## src/rtl/bp_stream_pump_in.sv

```systemverilog
// bp_stream_pump_in
//   Converts incoming bedrock memory messages (one header plus beats of
//   stream_data_width_p data) into per-beat FSM transactions, each carrying
//   its own address and beat index.
//   - Single-beat messages pass straight through.
//   - Data messages forward each bus beat 1:1 with no added latency.
//   - Data-less multi-beat messages (reads) are expanded into num_stream
//     FSM beats from one bus message.
//
// Ports
//   clk_i, reset_n_i     clock; asynchronous active-low reset
//   mem_header_i         incoming bedrock header (held while mem_v_i is high)
//   mem_data_i           beat data
//   mem_v_i              beat valid
//   mem_yumi_o           bus beat consumed
//   fsm_base_header_o    message header (registered once streaming)
//   fsm_addr_o           per-beat address
//   fsm_data_o           beat data (combinational pass-through)
//   fsm_v_o              FSM beat valid
//   fsm_yumi_i           FSM beat consumed
//   fsm_new_o            first beat of a message
//   fsm_last_o           last beat of a message
//   cnt_o                beat index within the block
//   done_o               message complete this cycle
//   error_o              sticky protocol error
//
// Configuration
//   BP_STREAM_PUMP_IN_PROTOCOL_CHECK_EN: when defined, header changes in the
//   middle of a data stream set error_o. When undefined, error_o is tied to 0.

package bp_stream_pump_in_pkg;

  typedef enum logic [0:0] {
    e_bp_default_cfg = 1'b0
  } bp_params_e;

  typedef enum logic [3:0] {
    e_bedrock_mem_rd    = 4'd0,
    e_bedrock_mem_wr    = 4'd1,
    e_bedrock_mem_uc_rd = 4'd2,
    e_bedrock_mem_uc_wr = 4'd3
  } bp_bedrock_mem_type_e;

  // Message size in bytes is 1 << size.
  typedef enum logic [2:0] {
    e_bedrock_msg_size_1   = 3'd0,
    e_bedrock_msg_size_2   = 3'd1,
    e_bedrock_msg_size_4   = 3'd2,
    e_bedrock_msg_size_8   = 3'd3,
    e_bedrock_msg_size_16  = 3'd4,
    e_bedrock_msg_size_32  = 3'd5,
    e_bedrock_msg_size_64  = 3'd6,
    e_bedrock_msg_size_128 = 3'd7
  } bp_bedrock_msg_size_e;

  function automatic int paddr_width(bp_params_e cfg);
    case (cfg)
      default: return 40;
    endcase
  endfunction

  function automatic int lce_id_width(bp_params_e cfg);
    case (cfg)
      default: return 4;
    endcase
  endfunction

  function automatic int lce_assoc(bp_params_e cfg);
    case (cfg)
      default: return 8;
    endcase
  endfunction

  function automatic int dword_width(bp_params_e cfg);
    case (cfg)
      default: return 64;
    endcase
  endfunction

  function automatic int cce_block_width(bp_params_e cfg);
    case (cfg)
      default: return 512;
    endcase
  endfunction

  // Header layout (MSB..LSB): lce_id, way, addr, size, msg_type.
  function automatic int mem_header_width(bp_params_e cfg);
    return lce_id_width(cfg) + $clog2(lce_assoc(cfg)) + paddr_width(cfg)
         + $bits(bp_bedrock_msg_size_e) + $bits(bp_bedrock_mem_type_e);
  endfunction

endpackage

module bp_stream_pump_in
  import bp_stream_pump_in_pkg::*;
#(
  parameter bp_params_e  bp_params_p         = e_bp_default_cfg,
  parameter int          stream_data_width_p = dword_width(bp_params_p),
  parameter int          block_width_p       = cce_block_width(bp_params_p),
  parameter logic [15:0] payload_mask_p      = '0,
  localparam int paddr_width_lp  = paddr_width(bp_params_p),
  localparam int hdr_width_lp    = mem_header_width(bp_params_p),
  localparam int stream_words_lp = block_width_p / stream_data_width_p,
  localparam int cnt_width_lp    = $clog2(stream_words_lp)
) (
  input  logic                           clk_i,
  input  logic                           reset_n_i,

  input  logic [hdr_width_lp-1:0]        mem_header_i,
  input  logic [stream_data_width_p-1:0] mem_data_i,
  input  logic                           mem_v_i,
  output logic                           mem_yumi_o,

  output logic [hdr_width_lp-1:0]        fsm_base_header_o,
  output logic [paddr_width_lp-1:0]      fsm_addr_o,
  output logic [stream_data_width_p-1:0] fsm_data_o,
  output logic                           fsm_v_o,
  input  logic                           fsm_yumi_i,

  output logic                           fsm_new_o,
  output logic                           fsm_last_o,
  output logic [cnt_width_lp-1:0]        cnt_o,
  output logic                           done_o,
  output logic                           error_o
);

  localparam int unsigned beat_bytes_lp = stream_data_width_p / 8;
  localparam int byte_off_lp = $clog2(beat_bytes_lp);
  localparam int blk_off_lp  = byte_off_lp + cnt_width_lp;
  localparam logic [cnt_width_lp:0] one_beat_lp = 1;

  typedef struct packed {
    logic [lce_id_width(bp_params_p)-1:0]        lce_id;
    logic [$clog2(lce_assoc(bp_params_p))-1:0]   way;
    logic [paddr_width_lp-1:0]                   addr;
    bp_bedrock_msg_size_e                        size;
    bp_bedrock_mem_type_e                        msg_type;
  } mem_header_s;

  typedef enum logic [1:0] {
    e_ready,
    e_stream,
    e_expand
  } state_e;

  // Beats in a message, clamped to [1, stream_words]. One bit wider than the
  // counter so a full block does not alias to zero.
  function automatic logic [cnt_width_lp:0] calc_num_stream(bp_bedrock_msg_size_e size);
    int unsigned beats;
    beats = (32'd1 << size) / beat_bytes_lp;
    if (beats == 0) beats = 1;
    if (beats > stream_words_lp) beats = stream_words_lp;
    return beats[cnt_width_lp:0];
  endfunction

  state_e                  state_q, state_d;
  mem_header_s             header_q, header_d;
  logic [cnt_width_lp-1:0] cnt_q, cnt_d;

  mem_header_s             mem_header_li;
  mem_header_s             hdr_cur;
  logic [cnt_width_lp:0]   num_stream;
  logic [cnt_width_lp-1:0] first_cnt, last_cnt;
  logic                    single_beat, has_data, accept;

  assign mem_header_li = mem_header_s'(mem_header_i);

  // In e_ready the live bus header describes the message; afterwards the
  // registered copy does, so a changing bus header cannot disturb a stream.
  assign hdr_cur     = (state_q == e_ready) ? mem_header_li : header_q;
  assign num_stream  = calc_num_stream(hdr_cur.size);
  assign single_beat = (num_stream == one_beat_lp);
  assign has_data    = payload_mask_p[hdr_cur.msg_type];
  assign first_cnt   = hdr_cur.addr[byte_off_lp +: cnt_width_lp];
  // Truncation to cnt_width_lp bits gives the wrap modulo stream_words.
  assign last_cnt    = first_cnt + num_stream[cnt_width_lp-1:0] - cnt_width_lp'(1);

  assign cnt_o      = (state_q == e_ready) ? first_cnt : cnt_q;
  assign fsm_last_o = single_beat | (cnt_o == last_cnt);
  assign fsm_new_o  = single_beat | (state_q == e_ready);

  // Outputs are gated by reset so nothing is offered or consumed while held.
  assign fsm_v_o    = reset_n_i & mem_v_i;
  assign mem_yumi_o = reset_n_i & fsm_yumi_i & (single_beat | has_data | fsm_last_o);
  assign done_o     = reset_n_i & fsm_yumi_i & fsm_last_o;

  // A yumi without a valid beat is not a handshake.
  assign accept = fsm_v_o & fsm_yumi_i;

  assign fsm_base_header_o = hdr_cur;
  assign fsm_data_o        = mem_data_i;
  assign fsm_addr_o        = {hdr_cur.addr[paddr_width_lp-1:blk_off_lp], cnt_o,
                              hdr_cur.addr[byte_off_lp-1:0]};

  always_comb begin
    // NOTE: every signal gets a default first so no path leaves it unassigned (no latches).
    state_d  = state_q;
    cnt_d    = cnt_q;
    header_d = header_q;
    if (accept && !single_beat) begin
      if (fsm_last_o) begin
        state_d = e_ready;
        cnt_d   = '0;
      end else begin
        cnt_d = cnt_o + cnt_width_lp'(1);
        if (state_q == e_ready) begin
          state_d  = has_data ? e_stream : e_expand;
          header_d = mem_header_li;
        end
      end
    end
  end

  // NOTE: the header register is reset too, so fsm_base_header_o never shows X after reset.
  always_ff @(posedge clk_i or negedge reset_n_i) begin
    if (!reset_n_i) begin
      state_q  <= e_ready;
      cnt_q    <= '0;
      header_q <= '0;
    end else begin
      // NOTE: non-blocking assignments so every register samples pre-edge values.
      state_q  <= state_d;
      cnt_q    <= cnt_d;
      header_q <= header_d;
    end
  end

`ifdef BP_STREAM_PUMP_IN_PROTOCOL_CHECK_EN
  logic error_q, mismatch;

  // A beat in mid-stream must belong to the same block transfer.
  assign mismatch = (state_q == e_stream) & mem_v_i
                  & ((mem_header_li.msg_type != header_q.msg_type)
                   | (mem_header_li.size     != header_q.size)
                   | (mem_header_li.addr[paddr_width_lp-1:blk_off_lp]
                      != header_q.addr[paddr_width_lp-1:blk_off_lp]));

  always_ff @(posedge clk_i or negedge reset_n_i) begin
    if (!reset_n_i) begin
      error_q <= 1'b0;
    end else if (mismatch) begin
      error_q <= 1'b1;
    end
  end

  assign error_o = error_q;
`else
  assign error_o = 1'b0;
`endif

endmodule

```

## config.mk

```make
export PLATFORM = sky130hd
export DESIGN_NAME = bp_stream_pump_in
export DESIGN_NICKNAME = d
export VERILOG_FILES = /design/src/rtl/bp_stream_pump_in.sv
export SDC_FILE = /design/constraint.sdc
export NUM_CORES = 1
export LEC_CHECK = 0
export ABC_AREA = 1
export BUFFER_PORTS_ARGS = -buffer_cell sky130_fd_sc_hd__buf_2
export CAP_MARGIN = 20
export CELL_PAD_IN_SITES_DETAIL_PLACEMENT = 1
export CELL_PAD_IN_SITES_GLOBAL_PLACEMENT = 1
export CORE_ASPECT_RATIO = 1.2
export CORE_MARGIN = 5
export CORE_UTILIZATION = 29
export DETAILED_ROUTE_END_ITERATION = 6
export GPL_TIMING_DRIVEN = 1
export PLACE_DENSITY = 0.88
export SKIP_CTS_REPAIR_TIMING = 1
export SYNTH_ARGS = -nofsm -noshare
export SYNTH_HDL_FRONTEND = slang
export SYNTH_SLANG_ARGS = --single-unit
```

## constraint.sdc

```tcl
create_clock -name clk_i -period 7.49 [get_ports clk_i]
set_input_delay 1.1235 -clock clk_i [delete_from_list [all_inputs] [get_ports clk_i]]
set_output_delay 1.1235 -clock clk_i [all_outputs]
set_load 0.02 [all_outputs]
```

* Word-level counts from Yosys, hierarchy flattened
Memories as Yosys holds them, arrays and structs flattened.
Cells that the tools add are included.
Widths: inputs -> output; s select.
** Cells by class
- Add/subtract/negate cells :: 3
- Multiply operators :: 0
- Div/mod/pow operators :: 0
- $lt $le $gt $ge :: 2
- Eq/ne operators :: 2
- Shifts and indexed selects :: 1
- Mux-type cells :: 9
- Bitwise logic cells :: 10
- Reductions and logical operators :: 7
** Operator list (count)
- $mux 54 :: 1
- $logic_not 32->1 :: 1
- $shl 1x3->32 const A :: 1
- $gt 29x4->1 const B :: 1
- $mux 29 :: 1
- $mux 2 :: 3
- $mux 3 :: 2
- $and 1x1->1 :: 5
- $lt 4x5->1 const B :: 1
- $eq 4x1->1 const B :: 1
- $mux 4 :: 1
- $or 1x1->1 :: 4
- $reduce_and 2->1 :: 2
- $add 3x1->3 const B :: 1
- $add 3x3->3 :: 1
- $eq 3x3->1 :: 1
- $sub 3x1->3 const B :: 1
- $logic_not 2->1 :: 1
- $reduce_bool 2->1 :: 1
- $logic_and 1x1->1 :: 1
- $logic_not 1->1 :: 1
- $mux 1 :: 1
- $not 1->1 :: 1
** Word-level totals
- Register bits after elaboration :: 59
- Bits in latches :: 0
- RAM bits :: 0
- Bits in read-only memories :: 16
- Bits of input ports :: 122
- Output and inout bits :: 167
- Word-level logic and storage cells :: 42
- Memories :: 1
** Memories
- (name not given) :: depth 16, bits a word 1, rd ports 1, clocked after memory_dff 0, write ports 0, RTL line 173 : assign has_data = payload_mask_p[hdr_cur.msg_type];

* Depth between registers and ports, before layout
Gate-level depths: netlist (run 1).
- Depth in word-level cells :: 13
- Mapped depth :: 19
- Mapped depth without buffers :: 17

* Worst setup path before layout (run 1)
Ideal clock, no wire load.
- Kind :: input-to-output
- Start :: in mem_header_i[4]
- End :: out mem_yumi_o
- Arrival time :: 3324 ps
- Required time :: 6366 ps
- Slack :: 3042 ps
- Stages :: 13
- Cells stage by stage :: nand2_1 -> nand2_1 -> inv_1 -> nand3_1 -> ha_1 -> inv_1 -> ha_1 -> xor2_1 -> nor2_1 -> nand3_2 -> buf_2 -> a21oi_1 -> buf_4
** Between the ends
- Longest elaborated chain between the ends :: 12
- Elaborated cells between the ends (all ways) :: 14
- Classes of those cells :: add/sub (2); order compare (1); eq/ne (2); shift (1); mux (3); bitwise (4); reduce/logical (1)
** RTL lines
- from (decl) :: RTL line 109 : input logic [hdr_width_lp-1:0] mem_header_i,
- $mux 54 *
- named net fsm_base_header_o[4] :: RTL line 114 : output logic [hdr_width_lp-1:0] fsm_base_header_o,
- $shl 1x3->32 * :: RTL line 150 : beats = (32'd1 << size) / beat_bytes_lp;
- $logic_not 32->1 :: RTL line 151 : if (beats == 0) beats = 1;
- $mux 29 * :: RTL line 151
- $gt 29x4->1 :: RTL line 152 : if (beats > stream_words_lp) beats = stream_words_lp;
- $mux 4 * :: RTL line 152
- $add 3x3->3 :: RTL line 176 : assign last_cnt = first_cnt + num_stream[cnt_width_lp-1:0] - cnt_width_lp'(1);
- $sub 3x1->3 :: RTL line 176
- $eq 3x3->1 :: RTL line 179 : assign fsm_last_o = single_beat | (cnt_o == last_cnt);
- $or 1x1->1 :: RTL line 179
- $or 1x1->1 * :: RTL line 184 : assign mem_yumi_o = reset_n_i & fsm_yumi_i & (single_beat | has_data | fsm_last_o);
- $and 1x1->1 * :: RTL line 184
- to (decl) :: RTL line 112 : output logic mem_yumi_o,
The timed path passes the listed nets; every way through them passes the cells marked *.

* Final worst setup path (run 1)
- Start :: reg state_q[1]
- End :: out done_o
** Between the ends
- Longest elaborated chain between the ends :: 12
- Elaborated cells between the ends (all ways) :: 14
- Classes of those cells :: add/sub (2); order compare (1); eq/ne (2); shift (1); mux (4); bitwise (2); reduce/logical (2)
** RTL lines
- from (decl) :: RTL line 156 : state_e state_q, state_d;
- from (signal assigned) :: RTL line 217 : state_q <= e_ready;
- from (signal assigned) :: RTL line 222 : state_q <= state_d;
- $logic_not 2->1 * :: RTL line 170, 178
- $mux 54
- $shl 1x3->32 :: RTL line 150
- $logic_not 32->1 :: RTL line 151
- $mux 29 :: RTL line 151
- $gt 29x4->1 :: RTL line 152
- $mux 4 :: RTL line 152
- $add 3x3->3 :: RTL line 176
- $sub 3x1->3 :: RTL line 176
- $eq 3x3->1 :: RTL line 179
- $or 1x1->1 * :: RTL line 179
- $and 1x1->1 * :: RTL line 185 : assign done_o = reset_n_i & fsm_yumi_i & fsm_last_o;
- to (decl) :: RTL line 123 : output logic done_o,
Every way passes the cells marked *; elsewhere a longest branch is shown, timed or not.

==> results.py, run 1 <==
metrics = {
    "logic_synthesis": {
        "synth-compound-area-share_pct": 0.812,
        "ys.flop_type": "dfrtp_1",
        "yosys_warnings": 0,
        "syn_area_um2": 4010,
        "muxShareOfSynthArea_pct": 0,
        "synth_cell_types": 23,
        "synth-simple-area-share_pct": 35.2,
        "synth-edff-count": 0,
        "synth_top_family_by_area": "simple AND/OR/NAND/NOR gates",
        "syn_inst": 570,
        "avgSynthCellArea_um2": 7.03,
        "ys_seq_area_share_pct": 36.2,
        "synthAdderAreaFrac_pct": 1.25,
        "synth_xor_area_share_pct": 0.874,
        "synthTopCellsByArea": "dfrtp_1 36%, nand2_1 26%, buf_4 21%, nand3_1 7.6%, buf_6 1.4%",
        "async_flop_share_pct": 100,
        "syn-num-nets": 696,
        "yosysMostFrequentCell": "nand2_1",
        "synth_top_area_share_pct": 36.2,
        "ys_ff_latch": 58,
        "synth_commonest_cells": "281 x nand2_1, 111 x buf_4, 61 x nand3_1",
        "synth_top_cell_by_area": "dfrtp_1",
    },
    "clock_tree": {
        "clock_sinks": 58,
        "tritoncts": "done",
        "root_buffer": "clkbuf_16",
        "cts.reportedPaths.clkPinSlew_ns": 0.05,
        "cts_htree_levels": 3,
        "cts_made_buffers": 9,
        "max-clock-path-buffers": 2,
        "clkLatencyLatePin_ns": 0.32,
    },
    "timing": {
        "rsz0062_at_grt": "false",
        "period_needed_ns": 4.31,
        "drv_slew": 0,
        "post-route-period-util_pct": 57.5,
        "fin_setup_tns_ns": 0,
        "worstMarginPinSlew_ns": 0.816,
        "finalHoldViolCount": 0,
        "max-slew-margin-rel_pct": 45.6,
        "fmax_ghz": 0.232,
        "fin_ws_ns": 3.18,
        "setup_violations": 0,
        "finClkSkew_ns": 0.00727,
    },
    "power_and_ir_drop": {
        "pwr_density_cell_nw_per_um2": 541,
        "p_seq_share_pct": 21.2,
        "power_mw": 2.36,
        "vdd_drop_max_mv": 0.609,
        "clkPwrFrac_pct": 17.0,
        "p_leak_nw": 2.71,
        "internal_power_mw": 1.11,
        "comb_power_share_pct": 61.8,
        "power_switching_mw": 1.26,
        "swShare_pct": 53.1,
    },
    "critical_path": {
        "startpoint_type": "register",
        "cp-end-kind": "primary output",
        "cp.required_ns": 6.37,
        "crit_slowest_cell": "buf_4",
        "critPathCapture": "done_o",
        "crit_fanout": 60,
        "critPathMaxStageDelay_ns": 0.57,
        "critPathArrivalTime_ns": 3.18,
        "timing.rr.end": "header_q[5]",
        "path_class": "reg -> out",
        "r2r_cells": 16,
        "r2r_slack_ns": 3.51,
        "crit_path_frequent_cell": "nand2_1",
        "crit_family": "buffers and inverters",
        "critPathLaunch": "state_q[1]",
        "timing.rr.start": "state_q[1]",
        "cp.depth": 15,
        "path_buf_inv": 4,
        "worstPathCellList": "buf_4 > nand2_1 > nand2_2 > nand3_1 > ha_1 > inv_1 > ha_1 > xor2_1 > inv_1 > nand2_1 > nand2_1 > nand2_1 > nand3_2 > a21oi_1 > buf_2",
    },
    "grt": {
        "grt_max_degree": 61,
        "overflow": 0,
        "grt_pass1_wl_um": 18200,
        "track_usage_pct": 14.0,
        "antenna_found_initial": 0,
        "grt_pass1_vias": 3640,
    },
    "placement": {
        "dp_slack_ns": 3.37,
        "hpwlAfterDp_um": 7510,
        "gp_congestion": 0.735,
        "placed_area_um2": 4080,
        "numPortBuffers": 159,
    },
    "die": {
        "dieHeight_um": 139,
        "core_um2": 13700,
        "dieWidth_um": 117,
        "initial_core_util_pct": 29.2,
        "dieArea_um2": 16300,
        "fp-row-count": 47,
        "io-pin-count": 289,
    },
    "detailed_routing": {
        "drt-total-wl_um": 11300,
        "firstDrtPassIters": 4,
        "drc_errors": 0,
        "wl_per_cell_um": 14.4,
        "num_vias": 3527,
        "ant_nets": 0,
        "avgViaCountPerCell": 4.50,
        "drt_first_iter_violations": 100,
    },
    "cells_and_area": {
        "syn2layout_area_growth_pct": 8.93,
        "drive_above_1_share_pct": 30.2,
        "num-nets-final": 735,
        "final_area_um2": 4360,
        "diodes": 0,
    },
    "run_status": {
        "status": "finished clean",
    },
    "job": {
        "cap_violations": 0,
    },
    "min_path": {
        "hold_path.class": "reg -> reg",
    },
}
-- layer usage --
layer	global-route usage (%)	vias to the layer above	routed length, um
met5	0	-	0
met1	15.7	1637	4450
met2	24.4	118	5650
met4	7.73	0	433
li1	-	1731	-
met3	2.36	41	728
-- state kept, by name (all words and copies together) (netlist names) --
| name | flops |
|---|---|
| cnt_q | 3 |
| header_q | 54 |
| state_q | 1 |
-- kinds of logic after synthesis --
logic type / Yosys count
AND/OR/NAND/NOR: 349
buffers and inverters: 149
flip-flops: 58
AO/OA/AOI/OAI: 5
XOR/XNOR: 4
adder cells (fa/ha/maj): 4
other: 1
-- worst min-delay path by stage --
stage                     cells past startpoint      endpoint    startpoint
after global routing                          2  header_q[51]  header_q[51]
after floorplan                               2   header_q[6]   header_q[6]
after detailed placement                      2   header_q[6]   header_q[6]
after global placement                        2   header_q[6]   header_q[6]
final                                         2   header_q[6]   header_q[6]
after CTS                                     2   header_q[6]   header_q[6]
-- layout by cell type (no fill, tap or decap) --
| master | Yosys | layout |
|---|---|---|
| dfrtp_1 | 58 | 57 |
| buf_2 | 7 | 159 |
| clkbuf_8 | 0 | 1 |
| xnor2_1 | 1 | 1 |
| nand3_1 | 61 | 61 |
| nand2_2 | 2 | 2 |
| bufinv_16 | 0 | 1 |
| o21ai_1 | 1 | 1 |
| nand3b_1 | 1 | 1 |
| inv_2 | 1 | 1 |
| dfrtp_2 | 0 | 1 |
| ha_1 | 4 | 4 |
| nor2_1 | 2 | 2 |
| a21oi_1 | 2 | 2 |
| clkbuf_1 | 11 | 2 |
| clkbuf_16 | 0 | 9 |
| o21ai_2 | 2 | 2 |
| nand3_2 | 1 | 1 |
| clkinv_2 | 0 | 2 |
| inv_4 | 1 | 1 |
| nand2_4 | 1 | 1 |
| conb_1 | 1 | 1 |
| inv_1 | 12 | 12 |
| xor2_1 | 3 | 3 |
| nand2_1 | 281 | 281 |
| buf_4 | 111 | 4 |
-- stage by stage --
stage | std cells | hold slack (ns) | utilization, %
final | 784 | 0.462 | 31.9
after global routing | 784 | 0.484 | 31.9
after CTS | 784 | 0.466 | 31.9
after detailed placement | 769 | 0.451 | 29.8
after global placement | 769 | 0.447 | 29.8
after floorplan | 570 | 0.434 | -
-- area by class of cell --
class | instances | area [um^2]
fill | 1770 | 9340
multi-input combinational | 363 | 1530
sequential | 58 | 1450
timing repair buffer | 163 | 826
clock buffer | 12 | 246
tap | 171 | 214
inverter | 14 | 55.1
clock inverter | 3 | 40.0
-- worst register-to-register path: cells and delay by family (launching register included) --
kind | cells | cell delay (ns)
and+or+nand+nor | 10 | 1.65
buffers and inverters | 3 | 1.15
adders and majority gates | 2 | 0.47
DFF | 1 | 0.38
xor gates and xnor gates | 1 | 0.20
-- power groups by stage --
stage,sequential [mW],clock (mW),combinational [mW]
2_1_floorplan,0.487,0,1.28
3_3_place_gp,0.500,0,1.47
3_5_place_dp,0.506,0,1.49
4_1_cts,0.501,0.422,1.49
5_1_grt,0.517,0.433,1.62
6_report,0.500,0.402,1.46
No activity file was read; power rests on OpenSTA's default activity.
==> run 2: changes to the inputs <==
--- a/config.mk
+++ b/config.mk
@@ -12,10 +12,10 @@
 export CELL_PAD_IN_SITES_GLOBAL_PLACEMENT = 1
 export CORE_ASPECT_RATIO = 1.2
 export CORE_MARGIN = 5
-export CORE_UTILIZATION = 29
+export CORE_UTILIZATION = 27
 export DETAILED_ROUTE_END_ITERATION = 6
 export GPL_TIMING_DRIVEN = 1
-export PLACE_DENSITY = 0.88
+export PLACE_DENSITY = 0.82
 export SKIP_CTS_REPAIR_TIMING = 1
 export SYNTH_ARGS = -nofsm -noshare
 export SYNTH_HDL_FRONTEND = slang
==> constraint.sdc (replaced) <==
create_clock -name clk_i -period 4.1 [get_ports clk_i]
set_input_delay 0.615 -clock clk_i [delete_from_list [all_inputs] [get_ports clk_i]]
set_output_delay 0.615 -clock clk_i [all_outputs]
set_load 0.02 [all_outputs]
==> run 2 against run 1 <==
Effect of this change: power is 82% higher; clock skew is 0.00057 ns higher; sequential power is 91% higher; worst setup slack worse by 2.8 ns; combinational power is 82% higher; via count is 0.60% higher; final area is 0.97% higher; flip-flop and latch count stayed put; critical path depth stayed put; count of clock-buffer cells in the layout stayed put; wire length is 1.5% lower; clock power is 69% higher.
==> results.py, run 2 (synthesis results as in run 1) <==
metrics = {
    "detailed_routing": {
        "drt-total-wl_um": 11100,
        "drt_first_iter_violations": 111,
        "avgViaCountPerCell": 4.35,
        "num_vias": 3548,
        "firstDrtPassIters": 4,
        "wl_per_cell_um": 13.6,
        "drc_errors": 0,
        "ant_nets": 0,
    },
    "die": {
        "io-pin-count": 289,
        "fp-row-count": 48,
        "core_um2": 14500,
        "dieWidth_um": 121,
        "dieHeight_um": 143,
        "dieArea_um2": 17400,
        "initial_core_util_pct": 27.7,
    },
    "critical_path": {
        "startpoint_type": "register",
        "critPathCapture": "fsm_last_o",
        "critPathMaxStageDelay_ns": 0.61,
        "cp-end-kind": "primary output",
        "crit_slowest_cell": "dfrtp_4",
        "timing.rr.start": "state_q[1]",
        "worstPathCellList": "inv_4 > nand2_1 > nand2_2 > nand3_1 > ha_1 > inv_1 > ha_1 > xor2_1 > nand3_1 > nand2_1 > nand2_1 > nand3_2 > buf_6 > nand2_1 > buf_2",
        "cp.required_ns": 3.48,
        "crit_fanout": 33,
        "timing.rr.end": "header_q[16]",
        "critPathArrivalTime_ns": 3.07,
        "r2r_slack_ns": 0.78,
        "critPathLaunch": "state_q[1]",
        "path_buf_inv": 4,
        "path_class": "reg -> out",
        "cp.depth": 15,
        "crit_family": "simple AND/OR/NAND/NOR gates",
        "crit_path_frequent_cell": "nand2_1",
        "r2r_cells": 16,
    },
    "grt": {
        "grt_pass1_vias": 3737,
        "gr-usage-met3_pct": 3.39,
        "grt_use_met2_pct": 24.0,
        "busiest_layer": "met2",
        "track_usage_pct": 12.8,
        "antenna_found_initial": 0,
        "grt_max_degree": 60,
        "overflow": 0,
        "met1_usage_pct": 14.0,
        "grt_pass1_wl_um": 18100,
    },
    "timing": {
        "max-slew-margin-rel_pct": 46.9,
        "period_needed_ns": 3.69,
        "finClkSkew_ns": 0.00784,
        "finalHoldViolCount": 0,
        "fmax_ghz": 0.271,
        "post-route-period-util_pct": 90.0,
        "drv_slew": 0,
        "worstMarginPinSlew_ns": 0.797,
        "rsz0062_at_grt": "false",
        "setup_violations": 0,
        "fin_setup_tns_ns": 0,
    },
    "power_and_ir_drop": {
        "vdd_drop_max_mv": 0.252,
        "comb_power_share_pct": 62.0,
        "p_leak_nw": 2.71,
        "p_seq_share_pct": 22.2,
        "clkPwrFrac_pct": 15.8,
        "power_switching_mw": 2.29,
        "pwr_density_cell_nw_per_um2": 976,
        "internal_power_mw": 2.01,
        "swShare_pct": 53.3,
    },
    "cells_and_area": {
        "syn2layout_area_growth_pct": 9.99,
        "finish.utilization_pct": 30.4,
        "drive_above_1_share_pct": 30.6,
        "mostFrequentLayoutCell": "nand2_1",
        "layout_common_cells": "281 x nand2_1, 159 x buf_2, 61 x nand3_1",
        "num-nets-final": 737,
        "top_regs": "header_q (54), cnt_q (3), state_q (1)",
        "largest-register": "header_q",
        "diodes": 0,
        "largest_reg_flops": 54,
    },
    "clock_tree": {
        "tritoncts": "done",
        "cts.reportedPaths.clkPinSlew_ns": 0.05,
        "clkLatencyLatePin_ns": 0.32,
        "cts_htree_levels": 3,
        "cts_made_buffers": 9,
        "max-clock-path-buffers": 2,
        "clock_sinks": 58,
        "root_buffer": "clkbuf_16",
    },
    "run_status": {
        "status": "finished clean",
    },
    "min_path": {
        "hold_path.class": "reg -> reg",
    },
    "placement": {
        "hpwlAfterDp_um": 8010,
        "numPortBuffers": 159,
        "gp_congestion": 0.770,
    },
    "job": {
        "cap_violations": 0,
    },
}
==> run 2: changes by cell type in the layout (fill, tap and decap cells not counted), sizes merged <==
cell    previous run  this run
buf              163       165
clkinv             2         3
bufinv             1         0
==> run 2: layout make-up <==
type | instances | area (um^2)
fillers | 1860 | 10100
clock buffers | 12 | 256
clock inverters | 3 | 15.0
well taps | 200 | 250
flip-flops and latches | 58 | 1460
multi-input cells | 363 | 1530
repair buffers | 165 | 845
inverters | 14 | 55.1
==> run 2: power groups by stage <==
stage                     Clock (mW)  Combinational (mW)  Sequential, mW
after floorplan                    0                2.33           0.889
after global placement             0                2.68           0.953
after detailed placement           0                2.72           0.961
after CTS                      0.713                2.72           0.955
after global routing           0.742                2.96           0.990
final                          0.680                2.66           0.955
==> run 2: through the flow <==
stage          power [mW]  std cells  hold WS (ns)  cell area, um^2  worst slack [ns]
3_5_place_dp         3.68        800         0.458             4130             0.560
5_1_grt              4.69        815         0.490             4410            0.0546
6_report             4.30        815         0.467             4410             0.411
3_3_place_gp         3.63        800         0.448             4130             0.646
4_1_cts              4.38        815         0.472             4400             0.218
2_1_floorplan        3.22        570         0.319             4010             0.477
==> run 2: routing by layer <==
metal / part of all wire (%) / wire length [um] / vias up
li1: - / - / 1734
met1: 40 / 4460 / 1685
met2: 52 / 5770 / 108
met3: 6.4 / 708 / 21
met4: 1.4 / 155 / 0
met5: 0 / 0 / -
==> run 2: worst min-delay path by stage <==
stage,start,end,cells past startpoint
final,header_q[6],header_q[6],2
after global routing,header_q[36],header_q[36],2
after CTS,header_q[19],header_q[19],2
after detailed placement,header_q[6],header_q[6],2
after global placement,header_q[6],header_q[6],2
after floorplan,reset_n_i,cnt_q[0],0
==> run 2: worst register-to-register path, cell delays in order (launching register included) <==
cell     delay, ns
dfrtp_4       0.61
inv_4         0.27
nand2_1       0.11
nand2_2       0.14
nand3_1       0.10
ha_1          0.28
inv_1         0.04
ha_1          0.20
xor2_1        0.18
nand3_1       0.12
nand2_1       0.08
nand2_1       0.06
nand3_2       0.08
buf_6         0.27
nand2_4       0.41
nand2_1       0.22
nand2_1       0.06
